[config.mk]
export PLATFORM = sky130hd
export DESIGN_NAME = axi_lite_mem_responder_flat
export DESIGN_NICKNAME = d
export VERILOG_FILES = /design/src/rtl/axi_lite_mem_responder_if.sv /design/src/rtl/axi_lite_mem_responder.sv /design/src/flat_wrapper.sv
export SDC_FILE = /design/constraint.sdc
export NUM_CORES = 1
export LEC_CHECK = 0
export CORE_MARGIN = 2
export CORE_UTILIZATION = 50
export DETAILED_ROUTE_END_ITERATION = 8
export GPL_TIMING_DRIVEN = 0
export PLACE_DENSITY_LB_ADDON = 0.2
export REMOVE_ABC_BUFFERS = 1
export SYNTH_ARGS = -nofsm -noshare
export SYNTH_HDL_FRONTEND = slang
export SYNTH_SLANG_ARGS = --single-unit
[constraint.sdc]
create_clock -name clk -period 19.2 [get_ports clk]
set_clock_uncertainty 0.05 [all_clocks]
set_input_delay 1.92 -clock clk [delete_from_list [all_inputs] [get_ports clk]]
set_output_delay 1.92 -clock clk [all_outputs]
set_load 0.02 [all_outputs]
[src/rtl/axi_lite_mem_responder_if.sv]
// Five-channel read/write bus between the sorter (master) and the memory
// responder (slave). Handshakes: a beat transfers on a rising edge where both valid and ready are high.
interface axi_lite_mem_responder_if #(
    parameter int ADDR_WDTH = 4,
    parameter int DATA_WDTH = 32,
    parameter int RESP_WDTH = 1
) ();
    logic                 ar_valid;
    logic                 ar_ready;
    logic [ADDR_WDTH-1:0] ar_address;
    logic                 r_valid;
    logic                 r_ready;
    logic [DATA_WDTH-1:0] r_data;
    logic [RESP_WDTH-1:0] r_resp;
    logic                 aw_valid;
    logic                 aw_ready;
    logic [ADDR_WDTH-1:0] aw_address;
    logic                 w_valid;
    logic                 w_ready;
    logic [DATA_WDTH-1:0] w_data;
    logic                 b_valid;
    logic                 b_ready;
    logic [RESP_WDTH-1:0] b_resp;

    modport master (
        output ar_valid, ar_address, r_ready,
        output aw_valid, aw_address, w_valid, w_data, b_ready,
        input  ar_ready, r_valid, r_data, r_resp,
        input  aw_ready, w_ready, b_valid, b_resp
    );

    modport slave (
        input  ar_valid, ar_address, r_ready,
        input  aw_valid, aw_address, w_valid, w_data, b_ready,
        output ar_ready, r_valid, r_data, r_resp,
        output aw_ready, w_ready, b_valid, b_resp
    );
endinterface

[src/rtl/axi_lite_mem_responder.sv]
// Memory-backed bus responder with programmable wait states and forced or
// address-targeted error responses. Independent read and write FSMs share one word array.
module axi_lite_mem_responder #(
    parameter int                   ADDR_WDTH = 4,
    parameter int                   DATA_WDTH = 32,
    parameter int                   RESP_WDTH = 1,
    parameter int                   LAT_WDTH  = 4,
    parameter logic [ADDR_WDTH-1:0] ERR_ADDR  = '1
) (
    input  logic                clk,
    input  logic                rst,
    input  logic                always_success,
    input  logic                always_error,
    input  logic [LAT_WDTH-1:0] rd_lat,
    input  logic [LAT_WDTH-1:0] wr_lat,
    axi_lite_mem_responder_if.slave bus,
    output logic                switch_case_default,
    output logic [1:0]          rd_state_o,
    output logic [1:0]          wr_state_o
);
    localparam int DEPTH = 2 ** ADDR_WDTH;

    typedef enum logic [1:0] {
        R_IDLE = 2'd0,
        R_WAIT = 2'd1,
        R_RESP = 2'd2
    } rd_state_e;

    typedef enum logic [1:0] {
        W_IDLE = 2'd0,
        W_DATA = 2'd1,
        W_WAIT = 2'd2,
        W_RESP = 2'd3
    } wr_state_e;

    logic [DATA_WDTH-1:0] mem_q [DEPTH];

    rd_state_e            rd_state_q;
    logic [ADDR_WDTH-1:0] rd_addr_q;
    logic                 rd_err_q;
    logic [LAT_WDTH-1:0]  rd_cnt_q;
    logic                 ar_ready_q;
    logic                 r_valid_q;
    logic [DATA_WDTH-1:0] r_data_q;
    logic [RESP_WDTH-1:0] r_resp_q;
    logic                 rd_bad_q;

    wr_state_e            wr_state_q;
    logic [ADDR_WDTH-1:0] wr_addr_q;
    logic                 wr_err_q;
    logic [LAT_WDTH-1:0]  wr_cnt_q;
    logic [DATA_WDTH-1:0] wr_data_q;
    logic                 aw_ready_q;
    logic                 w_ready_q;
    logic                 b_valid_q;
    logic [RESP_WDTH-1:0] b_resp_q;
    logic                 wr_bad_q;

    // Error decision for the address being presented; sampled only at capture.
    logic rd_err_d;
    logic wr_err_d;
    always_comb begin
        rd_err_d = always_error | (~always_success & (bus.ar_address == ERR_ADDR));
        wr_err_d = always_error | (~always_success & (bus.aw_address == ERR_ADDR));
    end

    // Read FSM. r_valid follows entry into R_RESP by one edge, which gives
    // the AR-to-R latency of 1 + rd_lat cycles.
    always_ff @(posedge clk or posedge rst) begin
        if (rst) begin
            rd_state_q <= R_IDLE;
            rd_addr_q  <= '0;
            rd_err_q   <= 1'b0;
            rd_cnt_q   <= '0;
            ar_ready_q <= 1'b1;
            r_valid_q  <= 1'b0;
            r_data_q   <= '0;
            r_resp_q   <= '0;
            rd_bad_q   <= 1'b0;
        end else begin
            case (rd_state_q)
                R_IDLE: begin
                    if (bus.ar_valid) begin
                        rd_addr_q  <= bus.ar_address;
                        rd_err_q   <= rd_err_d;
                        rd_cnt_q   <= rd_lat;
                        ar_ready_q <= 1'b0;
                        if (rd_lat != '0) begin
                            rd_state_q <= R_WAIT;
                        end else begin
                            rd_state_q <= R_RESP;
                            r_data_q   <= rd_err_d ? '0 : mem_q[bus.ar_address];
                            r_resp_q   <= RESP_WDTH'(rd_err_d);
                        end
                    end
                end
                R_WAIT: begin
                    rd_cnt_q <= rd_cnt_q - 1'b1;
                    if (rd_cnt_q == LAT_WDTH'(1)) begin
                        rd_state_q <= R_RESP;
                        r_data_q   <= rd_err_q ? '0 : mem_q[rd_addr_q];
                        r_resp_q   <= RESP_WDTH'(rd_err_q);
                    end
                end
                R_RESP: begin
                    if (r_valid_q && bus.r_ready) begin
                        r_valid_q  <= 1'b0;
                        ar_ready_q <= 1'b1;
                        rd_state_q <= R_IDLE;
                    end else begin
                        r_valid_q <= 1'b1;
                    end
                end
                default: begin
                    rd_state_q <= R_IDLE;
                    ar_ready_q <= 1'b1;
                    r_valid_q  <= 1'b0;
                    rd_bad_q   <= 1'b1;
                end
            endcase
        end
    end

    // Write FSM. The array is committed on entry to W_RESP and only for OKAY,
    // so a read entering R_RESP on the same edge still sees the old word.
    always_ff @(posedge clk or posedge rst) begin
        if (rst) begin
            wr_state_q <= W_IDLE;
            wr_addr_q  <= '0;
            wr_err_q   <= 1'b0;
            wr_cnt_q   <= '0;
            wr_data_q  <= '0;
            aw_ready_q <= 1'b1;
            w_ready_q  <= 1'b0;
            b_valid_q  <= 1'b0;
            b_resp_q   <= '0;
            wr_bad_q   <= 1'b0;
            for (int i = 0; i < DEPTH; i++) begin
                mem_q[i] <= DATA_WDTH'(DEPTH - 1 - i);
            end
        end else begin
            case (wr_state_q)
                W_IDLE: begin
                    if (bus.aw_valid) begin
                        wr_addr_q  <= bus.aw_address;
                        wr_err_q   <= wr_err_d;
                        aw_ready_q <= 1'b0;
                        wr_state_q <= W_DATA;
                    end
                end
                W_DATA: begin
                    if (w_ready_q && bus.w_valid) begin
                        wr_data_q <= bus.w_data;
                        wr_cnt_q  <= wr_lat;
                        w_ready_q <= 1'b0;
                        if (wr_lat != '0) begin
                            wr_state_q <= W_WAIT;
                        end else begin
                            wr_state_q <= W_RESP;
                            b_resp_q   <= RESP_WDTH'(wr_err_q);
                            if (!wr_err_q) mem_q[wr_addr_q] <= bus.w_data;
                        end
                    end else begin
                        w_ready_q <= 1'b1;
                    end
                end
                W_WAIT: begin
                    wr_cnt_q <= wr_cnt_q - 1'b1;
                    if (wr_cnt_q == LAT_WDTH'(1)) begin
                        wr_state_q <= W_RESP;
                        b_resp_q   <= RESP_WDTH'(wr_err_q);
                        if (!wr_err_q) mem_q[wr_addr_q] <= wr_data_q;
                    end
                end
                W_RESP: begin
                    if (b_valid_q && bus.b_ready) begin
                        b_valid_q  <= 1'b0;
                        aw_ready_q <= 1'b1;
                        wr_state_q <= W_IDLE;
                    end else begin
                        b_valid_q <= 1'b1;
                    end
                end
                default: begin
                    wr_state_q <= W_IDLE;
                    aw_ready_q <= 1'b1;
                    w_ready_q  <= 1'b0;
                    b_valid_q  <= 1'b0;
                    wr_bad_q   <= 1'b1;
                end
            endcase
        end
    end

    assign bus.ar_ready = ar_ready_q;
    assign bus.r_valid  = r_valid_q;
    assign bus.r_data   = r_data_q;
    assign bus.r_resp   = r_resp_q;
    assign bus.aw_ready = aw_ready_q;
    assign bus.w_ready  = w_ready_q;
    assign bus.b_valid  = b_valid_q;
    assign bus.b_resp   = b_resp_q;

    assign switch_case_default = rd_bad_q | wr_bad_q;
    assign rd_state_o          = rd_state_q;
    assign wr_state_o          = wr_state_q;
endmodule

[src/flat_wrapper.sv]
// flat-port wrapper written by rule: the top's interface ports become plain ports
module axi_lite_mem_responder_flat 
#(
    parameter int                   ADDR_WDTH = 4,
    parameter int                   DATA_WDTH = 32,
    parameter int                   RESP_WDTH = 1,
    parameter int                   LAT_WDTH  = 4,
    parameter logic [ADDR_WDTH-1:0] ERR_ADDR  = '1
)
  (clk, rst, always_success, always_error, rd_lat, wr_lat, switch_case_default, rd_state_o, wr_state_o, bus_ar_valid, bus_ar_address, bus_r_ready, bus_aw_valid, bus_aw_address, bus_w_valid, bus_w_data, bus_b_ready, bus_ar_ready, bus_r_valid, bus_r_data, bus_r_resp, bus_aw_ready, bus_w_ready, bus_b_valid, bus_b_resp);
  axi_lite_mem_responder_if #(.ADDR_WDTH(ADDR_WDTH), .DATA_WDTH(DATA_WDTH), .RESP_WDTH(RESP_WDTH)) bus_i ();
  input  logic clk;
  input  logic rst;
  input  logic always_success;
  input  logic always_error;
  input  logic [LAT_WDTH-1:0] rd_lat;
  input  logic [LAT_WDTH-1:0] wr_lat;
  output logic switch_case_default;
  output logic [1:0] rd_state_o;
  output logic [1:0] wr_state_o;
  input wire logic [$bits(bus_i.ar_valid)-1:0] bus_ar_valid;
  input wire logic [$bits(bus_i.ar_address)-1:0] bus_ar_address;
  input wire logic [$bits(bus_i.r_ready)-1:0] bus_r_ready;
  input wire logic [$bits(bus_i.aw_valid)-1:0] bus_aw_valid;
  input wire logic [$bits(bus_i.aw_address)-1:0] bus_aw_address;
  input wire logic [$bits(bus_i.w_valid)-1:0] bus_w_valid;
  input wire logic [$bits(bus_i.w_data)-1:0] bus_w_data;
  input wire logic [$bits(bus_i.b_ready)-1:0] bus_b_ready;
  output wire logic [$bits(bus_i.ar_ready)-1:0] bus_ar_ready;
  output wire logic [$bits(bus_i.r_valid)-1:0] bus_r_valid;
  output wire logic [$bits(bus_i.r_data)-1:0] bus_r_data;
  output wire logic [$bits(bus_i.r_resp)-1:0] bus_r_resp;
  output wire logic [$bits(bus_i.aw_ready)-1:0] bus_aw_ready;
  output wire logic [$bits(bus_i.w_ready)-1:0] bus_w_ready;
  output wire logic [$bits(bus_i.b_valid)-1:0] bus_b_valid;
  output wire logic [$bits(bus_i.b_resp)-1:0] bus_b_resp;
  assign bus_i.ar_valid = bus_ar_valid;
  assign bus_i.ar_address = bus_ar_address;
  assign bus_i.r_ready = bus_r_ready;
  assign bus_i.aw_valid = bus_aw_valid;
  assign bus_i.aw_address = bus_aw_address;
  assign bus_i.w_valid = bus_w_valid;
  assign bus_i.w_data = bus_w_data;
  assign bus_i.b_ready = bus_b_ready;
  assign bus_ar_ready = bus_i.ar_ready;
  assign bus_r_valid = bus_i.r_valid;
  assign bus_r_data = bus_i.r_data;
  assign bus_r_resp = bus_i.r_resp;
  assign bus_aw_ready = bus_i.aw_ready;
  assign bus_w_ready = bus_i.w_ready;
  assign bus_b_valid = bus_i.b_valid;
  assign bus_b_resp = bus_i.b_resp;
  axi_lite_mem_responder #(.ADDR_WDTH(ADDR_WDTH), .DATA_WDTH(DATA_WDTH), .RESP_WDTH(RESP_WDTH), .LAT_WDTH(LAT_WDTH), .ERR_ADDR(ERR_ADDR)) u_core (.clk(clk), .rst(rst), .always_success(always_success), .always_error(always_error), .rd_lat(rd_lat), .wr_lat(wr_lat), .bus(bus_i), .switch_case_default(switch_case_default), .rd_state_o(rd_state_o), .wr_state_o(wr_state_o));
endmodule
==> reports/results.tsv <==
stage	metric	value	unit
floorplan	Die Wd	257	um
logic_synthesis	Post-Synth Simple-Gate Area	4.15	%
sta	setup_tns	0	ps
sta	Hold Fails Final Rpt	0	
pwr	PwrDens	150	nW/um2
logic_synthesis	post-synthesis cell count	2195	
grt	initial antenna violation count	1	
route	DRT Wirelength	86600	um
grt	first-pass GRT wire length	133000	um
route	initial DRC count	1596	
sta	Worst Max-Slew Pin Slew	1400	ps
logic_synthesis	Post-Syn Area per Cell	14.5	um2
outcome	outcome	completed	
logic_synthesis	Synth Area in XOR/XNOR	0	%
logic_synthesis	FF+latch count, synth	606	
sta	RSZ-0062 raised after global routing	false	
clocking	cts bufs inserted	69	
layout	FF+latch area	15200	um2
sta	Slew headroom	6.50	%
place	GP Congestion	0.738	
route	total number of vias	20368	
floorplan	die height	257	um
clocking	H-tree levels	3	
setup_path	worst setup path class	input port to flip-flop	
floorplan	Initial Util	50.6	%
logic_synthesis	sequential share of the synthesized area	47.7	%
logic_synthesis	mux contribution to synthesized area	39.0	%
logic_synthesis	area share of fa/ha/maj cells after synthesis	0.392	%
flow_run	max_cap viols	0	
layout	Area Overhead vs Synth	14.8	%
pwr	maximum vdd drop	0.0855	mV
clocking	# resized after CTS	0	
logic_synthesis	compound-gate portion of the synthesized area	5.37	%
sta	min cycle time layout	4630	ps
logic_synthesis	Post-Syn Area	31900	um2
clocking	clock sink count	606	
place	post-detail-place hpwl	55100	um
clocking	clock root buffer master	clkbuf_16	
setup_path	crit path capture type	flip-flop	
route	WL per Instance	27.5	um
pwr	leakage	16.0	nW
logic_synthesis	Post-synth EDFFs	0	
route	Routed Antenna Nets	0	
hold_path	HP Class	flip-flop to flip-flop	
logic_synthesis	post-synthesis cell type count	47	
layout	FILL cells	4914	
logic_synthesis	main combinational cell family by area after synthesis	multiplexers	
setup_path	Startpoint Class	input port	
sta	Final Slew Violations	0	
setup_path	Max FO, Critical Path	12	
floorplan	Rows	92	
route	Initial DRT Pass Iterations	5	
place	PortBufs	100	
layout	share of cells above drive strength 1	49.2	%
route	# DRC	0	
clocking	clock latency on the worst-skew pair	610	ps
clocking	CTS tree	built	
layout	Final Util	58.1	%
sta	fmax	0.216	GHz
place	dpl cell area	34400	um2
floorplan	# IOs	101	
layout	Multi-input gate area	15700	um2
clocking	Hold Buf Count CTS	0	
route	DR vias/cell	6.46	
grt	GR Overflow Total	0	
layout	Nets	2317	
floorplan	die area	65900	um2
clocking	Reg clk slew, reported paths	60	ps
grt	gr usage total	26.6	%
layout	antenna cells	0	
setup_path	worst path required time	19640	ps
grt	largest net degree at the start of global routing	129	
grt	vias in the first global route	21333	
layout	Finished Cell Area	36600	um2
floorplan	placeable core region	63100	um2
sta	Tcrit/Tclk final	24.1	%
logic_synthesis	main flop type after synthesis	dfrtp_1	
clocking	clock buffer depth	3	
clocking	Setup Buffers After CTS	0	
setup_path	Worst Path Arrival	5070	ps
logic_synthesis	Synth Warn #	0	
sta	# setup viols final	0	
logic_synthesis	async set-or-reset flop fraction in the synthesized netlist	100	%
[flip-flops by register name, indices dropped and copies added (netlist names), 2 cells and up]
name / count
u_core.wr_cnt_q: 4
u_core.rd_cnt_q: 4
u_core.rd_state_o: 2
u_core.bus.r_data: 32
u_core.wr_data_q: 32
u_core.wr_addr_q: 4
u_core.rd_addr_q: 4
u_core.mem_q: 512
u_core.wr_state_o: 2
[routing by layer]
metal	GRT usage [%]	part of all wire, %
met4	9.67	3.3
met1	35.7	42
met3	4.01	5.3
met5	0	0.031
met2	43.9	50
[where the power goes]
group	internal (W)	switching (W)	total, W	leakage [nW]
Sequential	0.00177	0.000385	0.00215	7.98
Combinational	0.00108	0.000934	0.00202	6.94
Clock	0.000776	0.000539	0.00131	1.11
[cells in the mapped netlist (3+ instances only)]
| cell type | instances | area, um2 |
|---|---|---|
| a22oi_1 | 64 | 480 |
| a31oi_1 | 6 | 37.5 |
| nor2b_1 | 39 | 244 |
| ha_1 | 10 | 125 |
| mux2_1 | 44 | 495 |
| dfstp_2 | 34 | 893 |
| nand4_1 | 3 | 18.8 |
| nor2_1 | 44 | 165 |
| a2111o_1 | 32 | 360 |
| nand3_1 | 10 | 50.1 |
| buf_6 | 30 | 338 |
| o211ai_1 | 3 | 22.5 |
| o22a_1 | 3 | 26.3 |
| nor3_1 | 67 | 335 |
| nor4_4 | 16 | 340 |
| o21ai_0 | 10 | 50.1 |
| nand2_1 | 18 | 67.6 |
| mux4_2 | 192 | 4320 |
| dfrtp_1 | 572 | 14300 |
| o22ai_1 | 68 | 425 |
| a21oi_1 | 41 | 205 |
| buf_1 | 6 | 22.5 |
| buf_2 | 52 | 260 |
| inv_1 | 14 | 52.6 |
| o21a_1 | 5 | 37.5 |
| clkbuf_1 | 114 | 428 |
| mux2_2 | 674 | 7590 |
[worst max-delay path, stage by stage]
cell             delay (ps)
clkdlybuf4s50_1         480
nor4_2                  440
mux2i_4                 260
buf_16                  240
nor4_4                  740
buf_8                   240
buf_8                   170
buf_6                   200
mux2_2                  350
[layout by cell type (no fill, tap or decap), types with 14 or more instances in the layout]
master             n
nor4_4            16
dfrtp_1          569
nand2_1           17
nor2_1            43
buf_8             21
mux2_1            44
clkdlybuf4s50_1   98
nor3_1            67
a2111o_1          32
nor2b_1           37
mux4_2           192
a21oi_1           41
buf_16            14
o22ai_1           68
buf_6             44
clkinv_2          16
dfstp_2           34
clkbuf_16         72
a22oi_1           64
mux2_2           674
clkbuf_1          19
[path summary, 6_finish.rpt]
check / start / endpoint / slack (ps) / cells after the start
max in group asynchronous: rst / u_core.mem_q[67]$_DFFE_PP0P_ / 15430 / 4
min: u_core.rd_bad_q$_DFFE_PP0N_ / u_core.rd_bad_q$_DFFE_PP0N_ / 420 / 1
max reg2reg: u_core.wr_state_o[0]$_DFFE_PP0P_ / u_core.mem_q[198]$_DFFE_PP0P_ / 15350 / 10
max: wr_lat[0] / u_core.mem_q[198]$_DFFE_PP0P_ / 14570 / 9
min in group asynchronous: rst / u_core.wr_data_q[4]$_DFFE_PP0P_ / 1890 / 2
min reg2reg: u_core.rd_bad_q$_DFFE_PP0N_ / u_core.rd_bad_q$_DFFE_PP0N_ / 420 / 1
[final cells by class]
| cell class | instances | share of cell area [%] |
|---|---|---|
| well taps | 846 | 2.89 |
| clock inverters | 27 | 0.727 |
| clock buffers | 99 | 5.41 |
| flip-flops and latches | 606 | 41.5 |
| inverters | 14 | 0.164 |
| repair buffers | 187 | 6.49 |
| multi-input cells | 1372 | 42.8 |
[stage by stage]
| step | power [W] | setup slack [ps] | cells | hold WS, ps |
|---|---|---|---|---|
| final | 0.00548 | 14570 | 3151 | 419 |
| after global routing | 0.00577 | 14500 | 3151 | 436 |
| after CTS | 0.00550 | 14610 | 3151 | 427 |
| after detailed placement | 0.00417 | 13970 | 3025 | 417 |
| after global placement | 0.00411 | -6270 | 2938 | 387 |
| after floorplan | 0.00354 | 321 | 1992 | 416 |
[logic make-up (layout without fill, tap and decap cells)]
kind of cell | Yosys count | count (layout)
buffers and inverters | 217 | 327
AND/OR/NAND/NOR | 210 | 210
multiplexers | 912 | 912
AO/OA/AOI/OAI | 240 | 240
flip-flops | 606 | 606
adder cells (fa/ha/maj) | 10 | 10
Note: power is estimated with default switching activity, not from simulation.
